**config.mk**
```make
export PLATFORM = sky130hd
export DESIGN_NAME = interrupt_sequencer
export DESIGN_NICKNAME = d
export VERILOG_FILES = /design/src/rtl/interrupt_pkg.sv /design/src/rtl/nmi_edge_detector.sv /design/src/rtl/interrupt_sequencer.sv
export SDC_FILE = /design/constraint.sdc
export NUM_CORES = 1
export LEC_CHECK = 0
export CAP_MARGIN = 25
export CELL_PAD_IN_SITES_DETAIL_PLACEMENT = 1
export CELL_PAD_IN_SITES_GLOBAL_PLACEMENT = 1
export CORE_MARGIN = 10
export CORE_UTILIZATION = 29
export CTS_CLUSTER_DIAMETER = 120
export DETAILED_ROUTE_END_ITERATION = 10
export PLACE_DENSITY = 0.87
export SYNTH_ARGS = -nofsm -noshare
export SYNTH_HDL_FRONTEND = slang
export SYNTH_SLANG_ARGS = --single-unit
```
**constraint.sdc**
```tcl
create_clock -name clk -period 3.2 [get_ports clk]
set_clock_uncertainty 0.15 [all_clocks]
set_input_delay 0.96 -clock clk [delete_from_list [all_inputs] [get_ports clk]]
set_output_delay 0.96 -clock clk [all_outputs]
set_load 0.01 [all_outputs]
```
**src/rtl/interrupt_pkg.sv**
```systemverilog
// Shared types and constants for the interrupt entry sequencer.
package interrupt_pkg;

  typedef enum logic [2:0] {
    ST_IDLE,
    ST_PUSH_PCH,
    ST_PUSH_PCL,
    ST_PUSH_P,
    ST_VEC_LO,
    ST_VEC_HI
  } intState_t;

  typedef enum logic [1:0] {
    SRC_NMI,
    SRC_BRK,
    SRC_IRQ
  } intSrc_t;

  localparam logic [1:0] PUSH_PCH = 2'd0;
  localparam logic [1:0] PUSH_PCL = 2'd1;
  localparam logic [1:0] PUSH_P   = 2'd2;

endpackage

```
**src/rtl/nmi_edge_detector.sv**
```systemverilog
// NMI pin synchronizer, falling-edge detector and pending latch.
module nmi_edge_detector (
  input  logic clk_i,
  input  logic nrst_i,
  input  logic en_i,
  input  logic pin_n_i,
  input  logic ack_i,
  output logic pending_o
);

  logic sync1_q, sync2_q, prev_q;
  logic pending_q, pending_d;
  logic fall;

  always_ff @(posedge clk_i or negedge nrst_i) begin
    if (!nrst_i) begin
      sync1_q   <= 1'b1;
      sync2_q   <= 1'b1;
      prev_q    <= 1'b1;
      pending_q <= 1'b0;
    end else begin
      sync1_q   <= pin_n_i;
      sync2_q   <= sync1_q;
      prev_q    <= sync2_q;
      pending_q <= pending_d;
    end
  end

  assign fall = prev_q & ~sync2_q;

  // Edge capture runs regardless of stall; a fresh edge wins over a same-cycle ack.
  always_comb begin
    pending_d = pending_q;
    if (ack_i && en_i) pending_d = 1'b0;
    if (fall)          pending_d = 1'b1;
  end

  assign pending_o = pending_q;

endmodule

```
**src/rtl/interrupt_sequencer.sv**
```systemverilog
// NMI/BRK/IRQ arbitration and the five-cycle interrupt entry sequence.
module interrupt_sequencer
  import interrupt_pkg::*;
#(
  parameter logic [15:0] VEC_NMI = 16'hFFFA,
  parameter logic [15:0] VEC_IRQ = 16'hFFFE
) (
  input  logic        clk,
  input  logic        nrst,
  input  logic        enableFFs,
  input  logic        nmiPin_n,
  input  logic        irqPin_n,
  input  logic        processStatusRegIFlag,
  input  logic        brkDecoded,
  input  logic        instrBoundary,
  output logic        interruptActive,
  output logic        nmiPending,
  output logic        stackPush,
  output logic [1:0]  pushSel,
  output logic        pushBFlag,
  output logic        vectorFetch,
  output logic [15:0] vectorAddr,
  output logic        setIFlag,
  output logic        nmiAck
);

  intState_t   state_q, state_d;
  intSrc_t     src_q, src_d;
  logic        irqSync1_q, irqSync2_q;
  logic        irqReq;
  logic        stackPushRaw, setIFlagRaw, nmiAckRaw;
  logic [15:0] base;

  nmi_edge_detector u_nmi (
    .clk_i     (clk),
    .nrst_i    (nrst),
    .en_i      (enableFFs),
    .pin_n_i   (nmiPin_n),
    .ack_i     (nmiAck),
    .pending_o (nmiPending)
  );

  always_ff @(posedge clk or negedge nrst) begin
    if (!nrst) begin
      state_q    <= ST_IDLE;
      src_q      <= SRC_IRQ;
      irqSync1_q <= 1'b1;
      irqSync2_q <= 1'b1;
    end else begin
      state_q    <= state_d;
      src_q      <= src_d;
      irqSync1_q <= irqPin_n;
      irqSync2_q <= irqSync1_q;
    end
  end

  assign irqReq = ~irqSync2_q & ~processStatusRegIFlag;

  always_comb begin
    state_d = state_q;
    src_d   = src_q;
    if (enableFFs) begin
      case (state_q)
        ST_IDLE: begin
          if (instrBoundary && (nmiPending || irqReq || brkDecoded)) begin
            state_d = ST_PUSH_PCH;
            if (nmiPending)      src_d = SRC_NMI;
            else if (brkDecoded) src_d = SRC_BRK;
            else                 src_d = SRC_IRQ;
          end
        end
        ST_PUSH_PCH: state_d = ST_PUSH_PCL;
        ST_PUSH_PCL: state_d = ST_PUSH_P;
        ST_PUSH_P: begin
          // Pending stays set until acked in VEC_LO, so sampling it on leaving
          // PUSH_P catches any NMI seen earlier in the sequence.
          state_d = ST_VEC_LO;
          if (nmiPending) src_d = SRC_NMI;
        end
        ST_VEC_LO: state_d = ST_VEC_HI;
        ST_VEC_HI: state_d = ST_IDLE;
        default:   state_d = ST_IDLE;
      endcase
    end
  end

  assign base = (src_q == SRC_NMI) ? VEC_NMI : VEC_IRQ;

  always_comb begin
    interruptActive = (state_q != ST_IDLE);
    stackPushRaw    = 1'b0;
    pushSel         = PUSH_PCH;
    pushBFlag       = 1'b0;
    vectorFetch     = 1'b0;
    vectorAddr      = VEC_IRQ;
    setIFlagRaw     = 1'b0;
    nmiAckRaw       = 1'b0;
    case (state_q)
      ST_PUSH_PCH: begin
        stackPushRaw = 1'b1;
        pushSel      = PUSH_PCH;
      end
      ST_PUSH_PCL: begin
        stackPushRaw = 1'b1;
        pushSel      = PUSH_PCL;
      end
      ST_PUSH_P: begin
        stackPushRaw = 1'b1;
        pushSel      = PUSH_P;
        pushBFlag    = (src_q == SRC_BRK);
      end
      ST_VEC_LO: begin
        vectorFetch = 1'b1;
        vectorAddr  = base;
        setIFlagRaw = 1'b1;
        nmiAckRaw   = (src_q == SRC_NMI);
      end
      ST_VEC_HI: begin
        vectorFetch = 1'b1;
        vectorAddr  = base + 16'd1;
      end
      default: ;
    endcase
  end

  assign stackPush = stackPushRaw & enableFFs;
  assign setIFlag  = setIFlagRaw & enableFFs;
  assign nmiAck    = nmiAckRaw & enableFFs;

endmodule

```
==> run_results.csv <==
group,metric,value,unit
run_status,status,"finished, final reports clean",
die,dieArea,4510,sq um
run,cap_violations,0,
yosys,synth-adder-area-share,0,%
sta,fmax,321,MHz
yosys,ys_warn_count,0,
place,routabilityCongestion,0.791,
clock_network,clk_pin_slew,0.07,ns
worst_setup_path,cp_data_required_time,2.09,ns
die,die_x,67.2,um
worst_setup_path,crit_fanout,3,
die,initial_core_util,29.8,%
global_routing,grt_use_met1,8.48,%
global_routing,antenna_found_initial,0,
min_path,hold_path_end,"irqSync2_q",
clock_network,hold_buffers,0,
yosys,synth_top_family_by_area,"simple AND/OR/NAND/NOR gates",
yosys,ys_seq_area_share,43.8,%
finish,stdcell_area,833,sq um
place,place_inst,112,
place,portBuffers,18,
yosys,synth_compound_area_share,11.2,%
worst_setup_path,slowest_stage,"clkdlybuf4s50_1",
yosys,synth_xor_area_share,0,%
yosys,async_flop_share,100,%
sta,finalCriticalPeriod,3.12,ns
clock_network,worst_skew_pair.late_latency,0.27,ns
sta,postLayoutSetupSlackWorst,0.0828,ns
sta,slew_viol_final,0,
worst_setup_path,r2r_slack,1.69,ns
yosys,synth_cell_types,31,
detailed_routing,via_per_inst,4.16,
global_routing,grt_usage,7.29,%
place,place_ws,-0.255,ns
die,die_y,67.2,um
sta,relSlewSlack,64.8,%
global_routing,grt_max_degree,12,
power,max-vdd-ir-drop,0.249,mV
clock_network,cts-buffers-inserted,3,
global_routing,grt.busiest_layer,"met2",
finish,stdcell_count,116,
yosys,synth_edf_count,0,
yosys,synth_cells,66,
finish,synthToLayoutAreaGrowth,29.1,%
worst_setup_path,slowest_delay,0.50,ns
worst_setup_path,r2r_start,"state_q[1]",
global_routing,grt_pass1_vias,534,
min_path,hp-start,"irqSync1_q",
yosys,yosys_most_used_dff,"dfstp_2",
power,cellPowerDensity,677,nW/um^2
clock_network,cts_buffer_depth,2,
sta,setup_violations,0,
sta,period_share,97.4,%
detailed_routing,drtPass1Iterations,4,
detailed_routing,ant_nets,0,
clock_network,clock_sinks,11,
die,pin_count,33,
die,rows,17,
detailed_routing,wl,1600,um
finish,num_antenna_cells,0,
yosys,yosys-mux-area-fraction,1.55,%
finish,final_layout_size_suffix_gt1_share,20.5,%
worst_setup_path,startpoint_type,"primary input",
worst_setup_path,worstPathArrival,2.01,ns
finish,nets,97,
yosys,avgSynthCellArea,9.78,sq um
min_path,holdCritPathClass,"reg -> reg",
global_routing,grt_pass1_wl,2530,um
worst_setup_path,critPathCaptureType,"primary output",
clock_network,htreeDepth,1,
global_routing,met2_usage,10.8,%
min_path,min_path_cells,0,
yosys,syn_area,646,sq um
yosys,yosys.area_share.simple,21.7,%
power,total_power,564,uW
worst_setup_path,crit_type,"in -> out",
clock_network,clockRootBuffer,"clkbuf_4",
global_routing,grt-ovfl-total,0,
finish,nFillCells,264,
power,leakage,0.000388,uW
place,hpwl,1280,um
detailed_routing,vias,482,
yosys,synth_seq_cells,11,
global_routing,grtUsageMet3,3.14,%
clock_network,cts_tree,"yes",
detailed_routing,drt_iter0_drc,2,
detailed_routing,drc_errors,0,
die,coreArea,2170,sq um
sta,tightest_slew,0.527,ns
sta,finalHoldViolCount,0,
place,placed_area,815,sq um
worst_setup_path,worst_r2r_endpoint,"src_q[0]",
worst_setup_path,rr_worst_depth,3,
detailed_routing,wl_per_cell,13.8,um
sta,rsz0062_at_grt,"false",
worst_setup_path,path_cells,"clkdlybuf4s50_1 -> and3_1 -> buf_4 -> dlygate4sd2_1",
## cell usage after synthesis (all sizes together), types with 2 or more instances
cell / n / area [sq um]
buf: 16 / 121
dfstp: 6 / 158
dfrtp: 5 / 125
nand2: 5 / 18.8
nor2: 5 / 18.8
o21ai: 4 / 20.0
inv: 3 / 11.3
and2: 2 / 13.8
o2bb2ai: 2 / 17.5
## worst max path at each step
stage	start	end	slack (ns)
finish	enableFFs	setIFlag	0.08
global route	enableFFs	setIFlag	0.01
CTS	enableFFs	nmiAck	0.01
detailed placement	enableFFs	nmiAck	-0.25
global placement	enableFFs	nmiAck	-0.24
floorplan	enableFFs	nmiAck	0.74
## timing repair
item / 4_1_cts / 5_1_grt
buffers inserted: 0 / 0
gates resized for setup: 3 / 2
setup endpoints to repair: 3 / 1
## where the power goes
part           leakage [uW]  total (uW)  switching [uW]  internal (uW)
Clock             0.0000150        96.5            48.3           48.2
Combinational      0.000249         245             107            137
Sequential         0.000124         223            52.5            171
Total              0.000388         564             208            356
## flip-flops by register name, indices dropped and copies added (netlist names)
| name | count |
|---|---|
| src_q | 2 |
| state_q | 3 |
| irqSync1_q | 1 |
| u_nmi.prev_q | 1 |
| u_nmi.pending_o | 1 |
| u_nmi.sync2_q | 1 |
| irqSync2_q | 1 |
| u_nmi.sync1_q | 1 |
## area by class of cell
| cell class | instances | area (sq um) | share of cell area (%) |
|---|---|---|---|
| clock buffer | 4 | 26.3 | 3.15 |
| timing repair buffer | 22 | 203 | 24.3 |
| multi-input combinational | 48 | 275 | 33.0 |
| tap | 28 | 35.0 | 4.20 |
| sequential | 11 | 283 | 33.9 |
| inverter | 3 | 11.3 | 1.35 |
## cells in the final DEF, fill, tap and decap left out, types with 2 or more instances in the layout
master	count
buf_4	4
clkbuf_4	3
clkdlybuf4s50_1	15
conb_1	14
dfrtp_1	5
dfstp_2	6
dlygate4sd2_1	2
inv_1	3
nand2_1	5
nor2_1	5
o21ai_0	3
o2bb2ai_1	2
## metrics by stage
stage | setup TNS, ns | hold WS [ns] | util [%]
final | 0 | 0.206 | 38.4
after global routing | 0 | 0.217 | 38.4
after CTS | 0 | 0.207 | 38.6
after floorplan | 0 | 0.195 | -
after global placement | -0.511 | 0.195 | 37.5
after detailed placement | -0.555 | 0.197 | 37.5
## critical path: cells and delay by family
family,cells,cell delay (ns)
AND/OR/NAND/NOR,1,0.18
buffers and inverters,3,0.87
## routing by layer
metal  share of wire [%]  wire length [um]  vias up
met3                  11               178        4
met4                 2.3                37        0
li1                    -                 -      238
met5                   0                 0        -
met1                  41               648      218
met2                  46               731       22
## cells by family after synthesis
| logic type | Yosys count |
|---|---|
| buffers and inverters | 20 |
| DFF | 11 |
| muxes | 1 |
| and+or+nand+nor | 22 |
| AOI/OAI and AO/OA | 11 |
| other | 1 |
Note: power is estimated with default switching activity, not from simulation.
